### src/rtl/video_ram_arbiter.sv
// video_ram_arbiter: single-port video RAM shared by display scanout (absolute priority) and a CPU.
// Define VRAM_ARB_BLANK_ONLY_EN to let the CPU in only during horizontal or vertical blank.
module video_ram_arbiter #(
  parameter int ADDR_W = 12,
  parameter int DATA_W = 8
) (
  input  logic              i_clk,
  input  logic              i_rst,
  input  logic              i_hblank,
  input  logic              i_vblank,
  input  logic              i_disp_req,
  input  logic [ADDR_W-1:0] i_disp_addr,
  output logic [DATA_W-1:0] o_disp_rdata,
  output logic              o_disp_rvalid,
  input  logic              i_cpu_req,
  input  logic              i_cpu_we,
  input  logic [ADDR_W-1:0] i_cpu_addr,
  input  logic [DATA_W-1:0] i_cpu_wdata,
  output logic              o_cpu_ack,
  output logic [DATA_W-1:0] o_cpu_rdata,
  output logic              o_cpu_rvalid,
  output logic              o_mem_en,
  output logic              o_mem_we,
  output logic [ADDR_W-1:0] o_mem_addr,
  output logic [DATA_W-1:0] o_mem_wdata,
  input  logic [DATA_W-1:0] i_mem_rdata,
  output logic [15:0]       o_conflicts
);
  localparam logic [1:0] C_IDLE  = 2'd0;
  localparam logic [1:0] C_ISSUE = 2'd1;
  localparam logic [1:0] C_DONE  = 2'd2;
  logic [1:0] state;
  logic gate, grant, blocked, vb_q, disp_p1;
`ifdef VRAM_ARB_BLANK_ONLY_EN
  assign gate = i_hblank | i_vblank;
`else
  logic unused_hblank;
  assign unused_hblank = i_hblank;
  assign gate = 1'b1;
`endif
  assign grant   = (state == C_IDLE) & i_cpu_req & ~i_disp_req & gate;
  assign blocked = (state == C_IDLE) & i_cpu_req & ~grant;
  // RAM returns data the cycle after the access, so read data is steered by the rvalid flags
  assign o_disp_rdata = o_disp_rvalid ? i_mem_rdata : '0;
  assign o_cpu_rdata  = o_cpu_rvalid ? i_mem_rdata : '0;
  always_ff @(posedge i_clk or posedge i_rst) begin
    if (i_rst) begin
      state         <= C_IDLE;
      o_mem_en      <= 1'b0;
      o_mem_we      <= 1'b0;
      o_mem_addr    <= '0;
      o_mem_wdata   <= '0;
      o_cpu_ack     <= 1'b0;
      o_cpu_rvalid  <= 1'b0;
      disp_p1       <= 1'b0;
      o_disp_rvalid <= 1'b0;
      vb_q          <= 1'b0;
      o_conflicts   <= '0;
    end else begin
      state         <= grant ? C_ISSUE : (state == C_ISSUE) ? C_DONE : C_IDLE;
      o_mem_en      <= i_disp_req | grant;
      o_mem_we      <= grant & i_cpu_we;
      o_mem_addr    <= i_disp_req ? i_disp_addr : grant ? i_cpu_addr : o_mem_addr;
      o_mem_wdata   <= grant ? i_cpu_wdata : o_mem_wdata;
      o_cpu_ack     <= grant;
      o_cpu_rvalid  <= (state == C_ISSUE) & ~o_mem_we;
      disp_p1       <= i_disp_req;
      o_disp_rvalid <= disp_p1;
      vb_q          <= i_vblank;
      o_conflicts   <= (i_vblank & ~vb_q) ? '0 : (blocked & ~&o_conflicts) ? o_conflicts + 16'd1 : o_conflicts;
    end
  end
endmodule
### config.mk
export PLATFORM = sky130hd
export DESIGN_NAME = video_ram_arbiter
export DESIGN_NICKNAME = d
export VERILOG_FILES = /design/src/rtl/video_ram_arbiter.sv
export SDC_FILE = /design/constraint.sdc
export NUM_CORES = 1
export LEC_CHECK = 0
export CAP_MARGIN = 30
export CORE_MARGIN = 5
export CORE_UTILIZATION = 30
export CTS_CLUSTER_SIZE = 10
export DETAILED_ROUTE_END_ITERATION = 8
export GPL_ROUTABILITY_DRIVEN = 0
export PLACE_DENSITY = 0.63
export REMOVE_ABC_BUFFERS = 1
export SLEW_MARGIN = 20
export SYNTH_ARGS = -nofsm -noshare
export SYNTH_HDL_FRONTEND = slang
export SYNTH_SLANG_ARGS = --single-unit
### constraint.sdc
create_clock -name i_clk -period 2.3 [get_ports i_clk]
set_clock_uncertainty 0.05 [all_clocks]
set_input_delay 0.345 -clock i_clk [delete_from_list [all_inputs] [get_ports i_clk]]
set_output_delay 0.345 -clock i_clk [all_outputs]
set_load 0.02 [all_outputs]
==> results of run 1 <==
==> power groups by stage <==
| stage | sequential, mW | combinational [mW] | clock [mW] |
|---|---|---|---|
| CTS | 0.888 | 0.506 | 0.666 |
| finish | 0.885 | 0.496 | 0.648 |
| floorplan | 0.982 | 0.130 | 0 |
| global placement | 0.898 | 0.501 | 0 |
| detailed placement | 0.901 | 0.504 | 0 |
| global route | 0.898 | 0.534 | 0.697 |
==> worst register-to-register path: cells and delay by family (launching register included) <==
kind / cells / cell delay, ns
simple gates: 3 / 1.43
flops: 1 / 0.41
compound gates: 1 / 0.15
==> cell families after synthesis <==
family          after synthesis  synth area share
compound gates               42            0.1198
buf+inv                      12           0.02537
mux                          20           0.09912
fa+ha+maj                     1          0.005899
simple gates                 80            0.2307
flops                        44            0.5192
==> layer usage <==
layer,routed length [um],part of all wire,global-route usage
met1,2175,0.39,0.1449
met2,2684,0.48,0.2200
met3,630,0.11,0.05609
met4,48,0.0087,0.03610
met5,0,0,0
==> path summary, 6_finish.rpt <==
check	to	cells after the start
setup / recovery	o_conflicts[15]	5
hold / removal	o_disp_rvalid	0
setup reg to reg	o_conflicts[15]	4
hold reg to reg	o_disp_rvalid	0
max in group asynchronous	o_cpu_rvalid	3
min in group asynchronous	o_conflicts[10]	3
==> cells in the final DEF, fill, tap and decap left out, drive strengths merged, types with 2 or more instances in the layout <==
| cell | instances |
|---|---|
| inv | 3 |
| clkdlybuf4s50 | 102 |
| or3 | 4 |
| dfrtp | 44 |
| mux2i | 12 |
| a21oi | 10 |
| nor4 | 2 |
| o21a | 3 |
| clkbuf | 7 |
| nand4 | 6 |
| buf | 13 |
| o21ai | 15 |
| nor2b | 3 |
| nand2 | 22 |
| or4 | 12 |
| nand3 | 4 |
| nor3 | 2 |
| o31ai | 8 |
| and2 | 17 |
| o211ai | 5 |
| mux2 | 8 |
==> flip-flops by register name, indices dropped and copies added, names as in the netlist <==
signal         count
o_mem_wdata        8
o_mem_addr        12
o_cpu_rvalid       1
vb_q               1
o_disp_rvalid      1
o_mem_we           1
disp_p1            1
o_conflicts       16
o_mem_en           1
state              2
==> per-stage QoR <==
stage | util | hold slack [ns] | power, mW | worst slack (ns)
floorplan | - | 0.2812 | 1.111 | 0.1033
global placement | 0.4855 | 0.2844 | 1.400 | -0.1742
detailed placement | 0.4855 | 0.2887 | 1.406 | -0.1889
CTS | 0.5040 | 0.3068 | 2.060 | 0.1210
global route | 0.5048 | 0.3074 | 2.128 | 0.03735
finish | 0.5048 | 0.3033 | 2.029 | 0.1258
==> layout make-up <==
cell class / instances / area, um^2 / area share
multi-input cells: 143 / 970.9 / 0.2816
repair buffers: 115 / 1119 / 0.3244
well taps: 96 / 120.1 / 0.03483
inverters: 3 / 11.26 / 0.003266
clock inverters: 1 / 30.03 / 0.008708
clock buffers: 7 / 96.34 / 0.02794
flip-flops and latches: 44 / 1101 / 0.3193
==> results.json, run 1 <==
{
  "crit_arrival_ns": 2.35,
  "viasPerCell": 4.724,
  "comb_power_share": 0.245,
  "drive_gt1_frac": 0.1086,
  "first_global_vias": 1900,
  "cp-end-kind": "flop",
  "post-route-period-util": 0.9453,
  "synthTopCellsByCount": "dfrtp_1 (44), nand2_1 (22), and2_1 (17)",
  "antenna_left": 0,
  "cts_setup_buffers": 0,
  "numPortBuffers": 102,
  "switching_share": 0.2617,
  "place_area_mm2": 0.003317,
  "wirelength_um": 5538,
  "synth.distinct_cells": 33,
  "min_from": "disp_p1",
  "cts_tree": "built",
  "yosys-top-cells-area": "dfrtp_1 (52%), mux2i_1 (5.7%), and2_1 (5.0%)",
  "clkSinkCount": 44,
  "hold_violations": 0,
  "grt_max_degree": 45,
  "synth_warnings": 0,
  "synth.avg_cell_area_um2": 10.66,
  "outcome": "completed",
  "setup_violations": 0,
  "cap_violations": 0,
  "synth.most_common_cell": "dfrtp_1",
  "stdcell_count": 409,
  "synth_cells": 199,
  "fmax_ghz": 0.4599,
  "die_area_mm2": 0.008851,
  "p_int_mw": 1.498,
  "worst_hold_path_type": "flop to flop",
  "post-route-min-period_ns": 2.174,
  "synth_edf_count": 0,
  "drc": 0,
  "hold_buffers": 0,
  "cp-startpoint": "i_disp_req",
  "tns_ns": 0,
  "num-nets-final": 360,
  "irDropWorstVdd_mv": 0.3422,
  "start_kind": "primary input",
  "n_fill_cell": 670,
  "stdcell_area_mm2": 0.003448,
  "p_sw_mw": 0.5310,
  "diodes": 0,
  "fp.dieW_um": 94.08,
  "clkPwrFrac": 0.319,
  "ioPinCount": 104,
  "powerDensity_mw_per_mm2": 588.5,
  "placedCellCount": 401,
  "ys_seq_area_frac": 0.5192,
  "grt_overflow": 0,
  "crit_family": "simple AND/OR/NAND/NOR gates",
  "critPathBufInv": 1,
  "insertion_delay_ns": 0.29,
  "fp.dieH_um": 94.08,
  "rows": 30,
  "areaGrowthSynthToFinish_pct": 62.60,
  "async_flop_share": 1.000,
  "drt-pass1-iter-count": 4,
  "wl_per_cell_um": 13.54,
  "required_ns": 2.48,
  "grt_setup_unrepaired": "no",
  "p_leak_nw": 1.380,
  "core_mm2": 0.006832,
  "dr.first_iter.drc_count": 106,
  "clkSlewWorstSetupHoldPaths_ns": 0.09,
  "grtUsageTotal": 0.1286,
  "ff2ff_setup_slack_ns": 0.20,
  "crit_path_cell_trace": "clkdlybuf4s50_1, nand4bb_4, or4_1, or4_1, a21oi_1",
  "final_max_slew_viol_count": 0,
  "slew_headroom": 0.6237,
  "yosysTopAreaCell": "dfrtp_1",
  "synth-main-ff-cell": "dfrtp_1",
  "ctsResizeCount": 0,
  "htree_levels": 2,
  "critPathMaxStageDelay_ns": 0.68,
  "hpwlAfterDp_um": 4225,
  "grt_pass1_wl_um": 9087,
  "yosys.area.top_type_share": 0.5192,
  "critPathKind": "primary input to flop",
  "clock_path_buffers": 2,
  "cts_buffers": 5,
  "tightestPinTransition_ns": 0.5644,
  "num_vias": 1932,
  "slowest_stage": "or4_1",
  "initial_core_util": 0.3104,
  "root_buffer": "clkbuf_8",
  "cp_max_fo": 7,
  "synth_seq_cells": 44,
  "syn-cell-area_mm2": 0.002121,
  "antenna_found_initial": 0,
  "seq_power_share": 0.436,
  "r2r-start": "state[1]",
  "crit_top_cell": "or4_1"
}
Power figures use the tool's default switching activity.
==> run 2: changes to the inputs <==
Settings changed: ABC_AREA set to 1, PLACE_DENSITY 0.63 to 0.62, SLEW_MARGIN 20 to not set.
==> run 2 against run 1 <==
Via count increased by 17%. Hold slack improved by 0.0024 ns. Cell count up 24%. Sequential share of layout area shrank 1.1 points. Cell area rose by 3.6%. Synthesized cell count rose by 50%. Non-clock buffer count fell by 3. Setup slack improved by 0.22 ns. Register-to-register slack improved by 0.20 ns. Routed wire length is 15% higher. Critical path depth decreased by 2. Critical endpoint is now o_cpu_rdata[4]. Highest routed layer unchanged.
==> results.json, run 2 <==
{
  "synthTopCellsByCount": "nand2_1 (105), dfrtp_1 (44), inv_1 (38)",
  "grt_setup_unrepaired": "no",
  "post-route-min-period_ns": 1.953,
  "drive_gt1_frac": 0.08313,
  "num_vias": 2258,
  "areaGrowthSynthToFinish_pct": 56.66,
  "p_leak_nw": 1.722,
  "synth_top_family_by_area": "simple AND/OR/NAND/NOR gates",
  "cts_setup_buffers": 0,
  "grt_max_degree": 25,
  "synth.avg_cell_area_um2": 7.654,
  "num-nets-final": 456,
  "start_kind": "flop",
  "synth_warnings": 0,
  "drt-pass1-iter-count": 4,
  "synthAdderAreaFrac": 0.005485,
  "cts_buffers": 5,
  "cp_max_fo": 9,
  "setup_violations": 0,
  "required_ns": 1.90,
  "numPortBuffers": 102,
  "initial_core_util": 0.3111,
  "worst_hold_path_type": "flop to flop",
  "yosysTopAreaCell": "dfrtp_1",
  "synth_seq_cells": 44,
  "antenna_found_initial": 0,
  "synth-compound-area-share": 0.04224,
  "first_global_vias": 2166,
  "synth_edf_count": 0,
  "fp.dieW_um": 97.20,
  "stdcell_count": 508,
  "rows": 31,
  "total_power_mw": 2.074,
  "grt_overflow": 0,
  "outcome": "completed",
  "hold_violations": 0,
  "cap_violations": 0,
  "tightestPinTransition_ns": 0.4939,
  "synthXorXnorAreaFrac": 0.02304,
  "tns_ns": 0,
  "post-route-period-util": 0.8491,
  "syn-cell-area_mm2": 0.002281,
  "viasPerCell": 4.445,
  "largest-register": "o_conflicts",
  "cp-end-kind": "output pin",
  "yosys.area_share.simple": 0.3225,
  "grtUsageTotal": 0.1354,
  "ioPinCount": 104,
  "yosys-top-cells-area": "dfrtp_1 (48%), nand2_1 (17%), inv_1 (6.3%)",
  "drc": 0,
  "diodes": 0,
  "cts_tree": "built",
  "ys_seq_area_frac": 0.4827,
  "synth.distinct_cells": 24,
  "clkSinkCount": 44,
  "insertion_delay_ns": 0.29,
  "fmax_ghz": 0.5120,
  "final_cell_mix": "nand2_1 (105), clkdlybuf4s50_1 (102), dfrtp_1 (44)",
  "clkSlewWorstSetupHoldPaths_ns": 0.09,
  "ctsResizeCount": 0,
  "hold_buffers": 0,
  "slowest_stage": "clkdlybuf4s50_1",
  "grt_pass1_wl_um": 10780,
  "crit_arrival_ns": 1.56,
  "die_area_mm2": 0.009447,
  "wl_per_cell_um": 12.54,
  "whs_ns": 0.3057,
  "synth-main-ff-cell": "dfrtp_1",
  "htree_levels": 2,
  "synthMuxAreaShare": 0.03950,
  "wirelength_um": 6368,
  "final_max_slew_viol_count": 0,
  "hpwlAfterDp_um": 4933,
  "final_common_cell": "nand2_1",
  "placedCellCount": 500,
  "root_buffer": "clkbuf_8",
  "async_flop_share": 1.000,
  "largest_register_ffs": 16,
  "dr.first_iter.drc_count": 111,
  "reg_top3": "o_conflicts x16, o_mem_addr x12, o_mem_wdata x8",
  "crit_path_cell_trace": "nand2_1, inv_1, clkdlybuf4s50_1",
  "critPathKind": "flop to output pin",
  "yosys.area.top_type_share": 0.4827,
  "slew_headroom": 0.6702,
  "powerDensity_mw_per_mm2": 580.3,
  "antenna_left": 0,
  "critPathMaxStageDelay_ns": 0.60,
  "clock_path_buffers": 2,
  "core_mm2": 0.007331,
  "irDropWorstVdd_mv": 0.2604,
  "synth.most_common_cell": "nand2_1",
  "synth_cells": 298,
  "fp.dieH_um": 97.20
}
## run 2: worst paths after layout
path / start / endpoint / slack (ns) / depth (start not counted)
setup / recovery: o_cpu_rvalid / o_cpu_rdata[4] / 0.35 / 3
hold / removal: disp_p1 / o_disp_rvalid / 0.31 / 0
setup reg to reg: o_conflicts[0] / o_conflicts[7] / 0.40 / 8
hold reg to reg: disp_p1 / o_disp_rvalid / 0.31 / 0
max in group asynchronous: i_rst / o_conflicts[4] / 1.30 / 3
min in group asynchronous: i_rst / o_disp_rvalid / 0.34 / 2
## run 2: final cells by class
class / count / area, um^2
Timing Repair Buffer: 112 / 1096
Inverter: 40 / 150.1
Sequential cell: 44 / 1101
Clock inverter: 3 / 46.29
Clock buffer: 5 / 68.82
Fill cell: 732 / 3757
Multi-Input combinational cell: 205 / 987.2
Tap cell: 99 / 123.9
## run 2: cell families (layout without fill, tap and decap cells)
logic type	count (synthesis)	after routing
multiplexers	8	8
XOR/XNOR	6	6
AO/OA/AOI/OAI	14	14
AND/OR/NAND/NOR	176	176
buffers and inverters	49	160
flip-flops	44	44
adder cells (fa/ha/maj)	1	1
## run 2: where the power goes
part,switching [mW],internal [mW]
combinational,0.266,0.287
sequential,0.0561,0.850
clock,0.287,0.328
total,0.609,1.46
## run 2: worst max-delay path: cells and delay by family (launching register included)
| kind | cells | cell delay (ns) |
|---|---|---|
| flip-flops | 1 | 0.50 |
| AND/OR/NAND/NOR | 1 | 0.10 |
| buffers and inverters | 2 | 0.67 |
## run 2: per-layer routing
layer	track usage	part of all wire
met1	0.1849	0.47
met2	0.2144	0.46
met3	0.03159	0.056
met4	0.03780	0.013
met5	0	0
## run 2: through the flow
step | utilization | worst slack (ns) | area, um^2
2_1_floorplan | - | 0.3928 | 2238
3_3_place_gp | 0.4718 | 0.2949 | 3458
3_5_place_dp | 0.4718 | 0.2531 | 3458
4_1_cts | 0.4875 | 0.3279 | 3573
5_1_grt | 0.4875 | 0.2381 | 3573
6_report | 0.4875 | 0.3470 | 3573
